==> config.mk <==
export PLATFORM = sky130hd
export DESIGN_NAME = regfile_write_arbiter
export DESIGN_NICKNAME = d
export VERILOG_FILES = /design/src/rtl/regfile_write_arbiter_pkg.sv /design/src/rtl/regfile_write_arbiter_rr_arbiter2.sv /design/src/rtl/regfile_write_arbiter.sv
export SDC_FILE = /design/constraint.sdc
export NUM_CORES = 1
export LEC_CHECK = 0
export CAP_MARGIN = 20
export CORE_ASPECT_RATIO = 1.5
export CORE_UTILIZATION = 40
export DETAILED_ROUTE_END_ITERATION = 8
export HOLD_SLACK_MARGIN = 0.1
export MAX_ROUTING_LAYER = met4
export PLACE_DENSITY = 0.82
export RECOVER_POWER = 100
export SLEW_MARGIN = 40
export SYNTH_ARGS = -nofsm -noshare
export SYNTH_HDL_FRONTEND = slang
export SYNTH_HIERARCHICAL = 1
export SYNTH_SLANG_ARGS = --single-unit
export TNS_END_PERCENT = 20
==> constraint.sdc <==
create_clock -name i_clk -period 2.9 [get_ports i_clk]
set_clock_uncertainty 0.05 [all_clocks]
set_input_delay 0.58 -clock i_clk [delete_from_list [all_inputs] [get_ports i_clk]]
set_output_delay 0.58 -clock i_clk [all_outputs]
set_load 0.02 [all_outputs]
==> src/rtl/regfile_write_arbiter_pkg.sv <==
// Shared definitions for the register-file write arbiter and the register file it feeds.
package regfile_write_arbiter_pkg;

  // Register file geometry shared with the register file itself.
  localparam int unsigned RF_DATA_W   = 8;
  localparam int unsigned RF_ADDR_W   = 2;
  localparam int unsigned RF_NUM_REGS = 4;

  // Encoding of last_grant.
  localparam logic GRANT_A = 1'b0;
  localparam logic GRANT_B = 1'b1;

  typedef enum logic {
    ST_ARB   = 1'b0,
    ST_CLEAR = 1'b1
  } state_e;

endpackage

==> src/rtl/regfile_write_arbiter_rr_arbiter2.sv <==
// Two-input round-robin grant logic with the last_grant history register.
module regfile_write_arbiter_rr_arbiter2
  import regfile_write_arbiter_pkg::*;
(
  input  logic i_clk,
  input  logic i_reset,
  input  logic i_en,
  input  logic i_req_a,
  input  logic i_req_b,
  output logic o_gnt_a,
  output logic o_gnt_b,
  output logic o_last_grant
);

  logic r_last;

  // On a tie the port that did not win last time is granted.
  always_comb begin
    o_gnt_a = i_en && i_req_a && (!i_req_b || (r_last == GRANT_B));
    o_gnt_b = i_en && i_req_b && (!i_req_a || (r_last == GRANT_A));
  end

  // Remember the most recent winner; starts at B so A wins the first tie.
  always_ff @(posedge i_clk or posedge i_reset) begin
    if (i_reset) begin
      r_last <= GRANT_B;
    end else if (o_gnt_a) begin
      r_last <= GRANT_A;
    end else if (o_gnt_b) begin
      r_last <= GRANT_B;
    end
  end

  assign o_last_grant = r_last;

endmodule

==> src/rtl/regfile_write_arbiter.sv <==
// Arbitrates two write requesters onto the register file's single write port, with a
// registered write stage and a sequenced clear-all sweep.
module regfile_write_arbiter
  import regfile_write_arbiter_pkg::*;
#(
  parameter int unsigned DATA_W   = RF_DATA_W,
  parameter int unsigned ADDR_W   = RF_ADDR_W,
  parameter int unsigned NUM_REGS = RF_NUM_REGS
) (
  input  logic              i_clk,
  input  logic              i_reset,
  input  logic              i_a_valid,
  output logic              o_a_ready,
  input  logic [ADDR_W-1:0] i_a_reg,
  input  logic [DATA_W-1:0] i_a_data,
  input  logic              i_b_valid,
  output logic              o_b_ready,
  input  logic [ADDR_W-1:0] i_b_reg,
  input  logic [DATA_W-1:0] i_b_data,
  input  logic              i_clear_start,
  output logic              o_clear_busy,
  output logic              o_rf_write,
  output logic [ADDR_W-1:0] o_rf_write_reg,
  output logic [DATA_W-1:0] o_rf_write_data,
  output logic              o_last_grant
);

  localparam logic [ADDR_W-1:0] LAST_IDX = ADDR_W'(NUM_REGS - 1);

  state_e            r_state;
  logic [ADDR_W-1:0] r_count;
  logic              r_clear_busy;
  logic              r_rf_write;
  logic [ADDR_W-1:0] r_rf_reg;
  logic [DATA_W-1:0] r_rf_data;

  logic w_arb_en;
  logic w_gnt_a;
  logic w_gnt_b;

  // Ports are only served in ARB, never while a clear is being requested or under reset.
  assign w_arb_en = (r_state == ST_ARB) && !i_clear_start && !i_reset;

  regfile_write_arbiter_rr_arbiter2 u_rr_arbiter2 (
    .i_clk        (i_clk),
    .i_reset      (i_reset),
    .i_en         (w_arb_en),
    .i_req_a      (i_a_valid),
    .i_req_b      (i_b_valid),
    .o_gnt_a      (w_gnt_a),
    .o_gnt_b      (w_gnt_b),
    .o_last_grant (o_last_grant)
  );

  // Control FSM, clear sweep counter and registered write stage.
  always_ff @(posedge i_clk or posedge i_reset) begin
    if (i_reset) begin
      r_state      <= ST_ARB;
      r_count      <= '0;
      r_clear_busy <= 1'b0;
      r_rf_write   <= 1'b0;
      r_rf_reg     <= '0;
      r_rf_data    <= '0;
    end else begin
      unique case (r_state)
        ST_ARB: begin
          if (i_clear_start) begin
            r_state      <= ST_CLEAR;
            r_clear_busy <= 1'b1;
            r_rf_write   <= 1'b0;
          end else if (w_gnt_a) begin
            r_rf_write <= 1'b1;
            r_rf_reg   <= i_a_reg;
            r_rf_data  <= i_a_data;
          end else if (w_gnt_b) begin
            r_rf_write <= 1'b1;
            r_rf_reg   <= i_b_reg;
            r_rf_data  <= i_b_data;
          end else begin
            r_rf_write <= 1'b0;
          end
        end
        ST_CLEAR: begin
          r_rf_write <= 1'b1;
          r_rf_reg   <= r_count;
          r_rf_data  <= '0;
          if (r_count == LAST_IDX) begin
            r_count      <= '0;
            r_state      <= ST_ARB;
            r_clear_busy <= 1'b0;
          end else begin
            r_count <= r_count + ADDR_W'(1);
          end
        end
      endcase
    end
  end

  assign o_a_ready       = w_gnt_a;
  assign o_b_ready       = w_gnt_b;
  assign o_clear_busy    = r_clear_busy;
  assign o_rf_write      = r_rf_write;
  assign o_rf_write_reg  = r_rf_reg;
  assign o_rf_write_data = r_rf_data;

endmodule

After elaboration in Yosys (flattened, before gate mapping)
Index checks and enable logic that the tools add are counted.
- $add $sub $neg: 1
- eq/ne operators: 5
- multiplexer cells: 21
- bitwise operators: 2
- reductions and logical operators: 15
- operators by type and width (operator ; count):
    2-to-1 mux 8 bit ; 3
    case mux 8 bit (2 select lines) ; 1
    2-to-1 mux 1 bit ; 9
    2-to-1 mux 2 bit ; 4
    logical AND 1 bit ; 6
    case mux 1 bit (2 select lines) ; 3
    logical NOT 1 bit ; 4
    inequality test 2 bit (second input constant) ; 2
    case mux 2 bit (2 select lines) ; 1
    AND reduction 2 bit ; 2
    inequality test 3 bit (second input constant) ; 1
    adder 2 x 1 -> 2 bit (second input constant) ; 1
    equality test 2 bit (second input constant) ; 1
    logical OR 1 bit ; 2
    inequality test 2 x 1 -> 1 bit (second input constant) ; 1
    NOT 1 bit ; 2
    nonzero test 2 bit ; 1
- register bits after elaboration: 16

Logic depth before layout (Yosys ltp)
- depth after elaboration: 9
- depth in mapped cells: 10
- depth with buffers taken out: 6

Modules after synthesis
The synthesis kept the hierarchy.
- modules (own cells, without submodules) (module ; instances ; cells an instance ; area each (µm²) ; sequential area each (µm²)):
    regfile_write_arbiter ; 1 ; 72 ; 795.8 ; 375.4
    regfile_write_arbiter_rr_arbiter2 ; 1 ; 9 ; 66.3 ; 26.3

Worst setup path before layout
Ideal clock, no wire load.
- path type: input to register
- start: input port i_clear_start
- end: register r_rf_reg[0] (netlist: o_rf_write_reg[0])
- library setup time: 0.122 ns
- arrival time: 2.249 ns
- data required time: 2.728 ns
- setup slack: 0.479 ns
- cell stages on the path: 8
- path buffers: 2
- cells stage by stage: buf_6 -> nor3_1 -> nand2_1 -> a21oi_1 -> nor2_4 -> o21a_4 -> buf_6 -> a32o_1
- elaborated cells on any way between the ends: 13
- those cells by class: eq/ne (2); mux (3); reduce/logical (8)
- RTL lines (element ; RTL line ; source):
    start: declaration ; regfile_write_arbiter.sv:20 ; input logic i_clear_start,
    logical NOT 1 bit ; regfile_write_arbiter.sv:42 ; assign w_arb_en = (r_state == ST_ARB) && !i_clear_start && !i_reset;
    logical AND 1 bit (2 in a row) ; regfile_write_arbiter.sv:42 ;
    net w_arb_en ; regfile_write_arbiter.sv:37 ; logic w_arb_en;
    logical AND 1 bit (2 in a row) ; regfile_write_arbiter_rr_arbiter2.sv:20 ; o_gnt_b = i_en && i_req_b && (!i_req_a || (r_last == GRANT_A));
    net o_b_ready ; regfile_write_arbiter.sv:17 ; output logic o_b_ready,
    inequality test 3 bit (no line) ; -- ;
    AND reduction 2 bit (no line) ; -- ;
    end signal: assignment ; regfile_write_arbiter.sv:73 ; r_rf_reg <= i_a_reg;
    end signal: assignment ; regfile_write_arbiter.sv:77 ; r_rf_reg <= i_b_reg;
    end signal: assignment ; regfile_write_arbiter.sv:85 ; r_rf_reg <= r_count;
    end: declaration ; regfile_write_arbiter.sv:34 ; logic [ADDR_W-1:0] r_rf_reg;
The timed path passes the listed nets, and every way through them passes these cells. The select of a mux whose other input is x is not followed.
A chain may end at the register's enable or synchronous reset.

Worst setup path after layout
- start: input port i_clear_start
- end: output port o_a_ready
- longest elaborated chain between the ends: 5
- ends and longest elaborated chain (element ; RTL line ; source):
    logical NOT 1 bit ; regfile_write_arbiter.sv:42 ;
    logical AND 1 bit (2 in a row) ; regfile_write_arbiter.sv:42 ;
    net w_arb_en ; regfile_write_arbiter.sv:37 ;
    logical AND 1 bit (2 in a row) ; regfile_write_arbiter_rr_arbiter2.sv:19 ; o_gnt_a = i_en && i_req_a && (!i_req_b || (r_last == GRANT_B));
    end: declaration ; regfile_write_arbiter.sv:13 ; output logic o_a_ready,
The timed path passes the listed nets, and every way through them passes these cells.

==> results by group <==
Outcome
  • Outcome: complete, no violations

Pwr
  • P per Cell Area: 664 nW/um^2
  • LEAKAGE: 0.620 nW
  • Max IR drop VDD: 0.000333 V
  • Final Total Pwr: 0.000837 W

Clocking
  • TritonCTS Buffers: 3
  • CTS Buffer Depth: 2
  • CTS tree: done
  • Clock-pin slew on the worst setup and hold paths: 0.08 ns
  • CTS root buf: clkbuf_4
  • Worst skew pair latency: 0.28 ns
  • # hold bufs at CTS: 0
  • H-tree Lvls: 1
  • CTS Sinks: 16

Cells and area
  • Layout cells sized above 1: 0.0820
  • Fillers: 192
  • Fin nets: 150
  • Commonest non-fill, non-tap cell in the layout: clkdlybuf4s50_1
  • Most frequent cells in the layout: 25 x clkdlybuf4s50_1, 15 x dfrtp_1, 13 x dlygate4sd3_1
  • Area grow syn2layout: 46.2%
  • Diodes inserted: 0
  • Largest register FFs: 8

Yosys
  • Top_reg_cell synth: dfrtp_1
  • Sequential element share of the synthesized area: 0.466
  • Area leader, netlist: dfrtp_1
  • Synth Warn #: 6
  • Post-Syn Nets: 108
  • Syn avg cell area: 10.6 um^2
  • Synth top area cells: dfrtp_1 44%, mux2i_1 9.3%, a21o_1 7.0%, nor4_1 5.8%, buf_6 5.2%
  • Xor/xnor cell area share of the yosys netlist: 0
  • Post-synthesis compound-gate area fraction: 0.180
  • Combinational family with the most area after synthesis: compound AO/OA/AOI/OAI gates
  • Post-synth cell types: 24
  • Post-synthesis mux area share: 0.106
  • Synth Area in Adders: 0.0290
  • Number of flops mapped to enable cells by yosys: 0
  • Simple-Gate Fraction of Synth Area: 0.126
  • Mapped Area: 862 um^2
  • Synthesized instance count: 81
  • #FFs+latches synth: 16
  • Yosys top cell area share: 0.435
  • Post-synth ARST share: 1.00

Timing
  • Final Max Slew Viols: 0
  • Fin crit period: 2.80 ns
  • Achievable clock frequency: 357 MHz
  • Relative slew slack: 0.574
  • Setup TNS: 0 ns
  • Fin crit share: 0.965
  • Worst slew pin tran: 0.639 ns
  • Final setup fails: 0
  • RSZ-0062 raised after global routing: false
  • Final hold viol count: 0

Placed design
  • Number of I/O port buffers: 39
  • HPWL after detailed placement: 1450 um
  • Routability Congestion: 0.699

Floorplan
  • CORE AREA: 2030 um^2
  • Die Y: 58.9 um
  • Die width: 39.9 um
  • Floorplan row count: 20
  • Initial Util: 0.425
  • DIE AREA: 2350 um^2
  • Top-Level Pins: 40

GRT
  • Global Route Usage Sum: 0.194
  • Global-route wire length before repair: 3110 um
  • Initial antenna violation count: 0
  • Largest net degree at the start of global routing: 17
  • GRT overflow: 0
  • Vias in the first global route: 803

Setup path
  • Critical Path Source: i_clear_start
  • CP endpoint kind: output port
  • Critical Path Most Common Cell: clkdlybuf4s50_1
  • CP startpoint kind: primary input
  • CP bufs+invs: 2
  • Top delay family on crit path: buffers and inverters
  • Critical path class: primary input to output port
  • Worst path max stage delay: 0.64 ns
  • Critical Path Slowest Stage Cell: clkdlybuf4s50_1
  • Critical path fanouts, max: 3
  • Critical Path AT: 2.17 ns
  • Worst path cell trace: clkdlybuf4s50_1, nor3_2, nand2_1, a21oi_1, clkdlybuf4s50_1
  • Worst Path Required: 2.27 ns
  • FF-to-FF Start: r_state

Min path
  • Hold_sp: o_rf_write_data[3]
  • Min-delay worst type: register to register

Detailed routing
  • Routed wire length: 1900 um
  • DRC viols: 0
  • 1st-iter DRT viols: 17
  • Vias per cell: 5.42
  • Drt first pass iters: 4
  • Mean routed wirelength per cell: 13.2 um
  • Vias: 780
  • Post-route ant nets: 0

Job
  • Max-cap violations: 0
-- worst paths after layout --
| path | endpoint | slack [ns] | cells past startpoint |
|---|---|---|---|
| worst max-delay path | o_a_ready | 0.10 | 5 |
| worst min-delay path | o_rf_write_data[3] | 0.43 | 1 |
| worst max register to register | o_rf_write_reg[1] | 0.73 | 7 |
| worst min register to register | o_rf_write_data[3] | 0.43 | 1 |
| max in group asynchronous | r_state | 1.75 | 2 |
| min in group asynchronous | u_rr_arbiter2/o_last_grant | 0.64 | 2 |
-- timing repair --
action,in CTS,in global routing
setup endpoints to repair,1,1
setup buffers,0,0
gates resized for setup,1,1
-- cell type report --
cell class	instances	area, um^2	area share
well taps	22	27.5	0.0218
clock buffers	4	26.3	0.0209
flip-flops and latches	16	402	0.319
inverters	6	22.5	0.0179
repair buffers	43	412	0.327
multi-input cells	53	370	0.294
-- cell usage after synthesis (2+ instances only) --
cell type	number
a21o_1	8
a21oi_1	4
buf_6	4
dfrtp_1	15
ha_1	2
inv_1	6
mux2i_1	8
nand2_1	7
nor4_1	8
o21ai_0	5
-- stage by stage --
stage,hold slack (ns),util,area [um^2],setup slack [ns],std cells
after floorplan,0.420,-,862,0.479,81
after detailed placement,0.419,0.618,1250,0.00849,140
after global placement,0.416,0.618,1250,0.107,140
after CTS,0.441,0.630,1280,0.0523,144
after global routing,0.456,0.622,1260,0.0635,144
final,0.433,0.622,1260,0.102,144
-- routing by layer --
metal | vias up | GRT usage | share of wire
met1 | 364 | 0.195 | 0.36
met4 | 0 | 0.0887 | 0.019
met2 | 35 | 0.353 | 0.56
met5 | - | - | 0
met3 | 5 | 0.0113 | 0.065
li1 | 376 | - | -
-- cell families (layout without fill, tap and decap cells) --
family,count (synthesis),in the layout
and+or+nand+nor,20,20
muxes,9,9
DFF,16,16
buffers and inverters,12,53
adders and majority gates,2,2
AOI/OAI and AO/OA,22,22
-- power by group --
part           total [W]  internal, W  switching [W]  leakage (nW)
Clock           0.000119    0.0000534      0.0000660        0.0150
Sequential      0.000332     0.000291      0.0000410         0.203
Combinational   0.000386     0.000175       0.000211         0.402
Total           0.000837     0.000519       0.000318         0.620
Power figures use the tool's default switching activity.
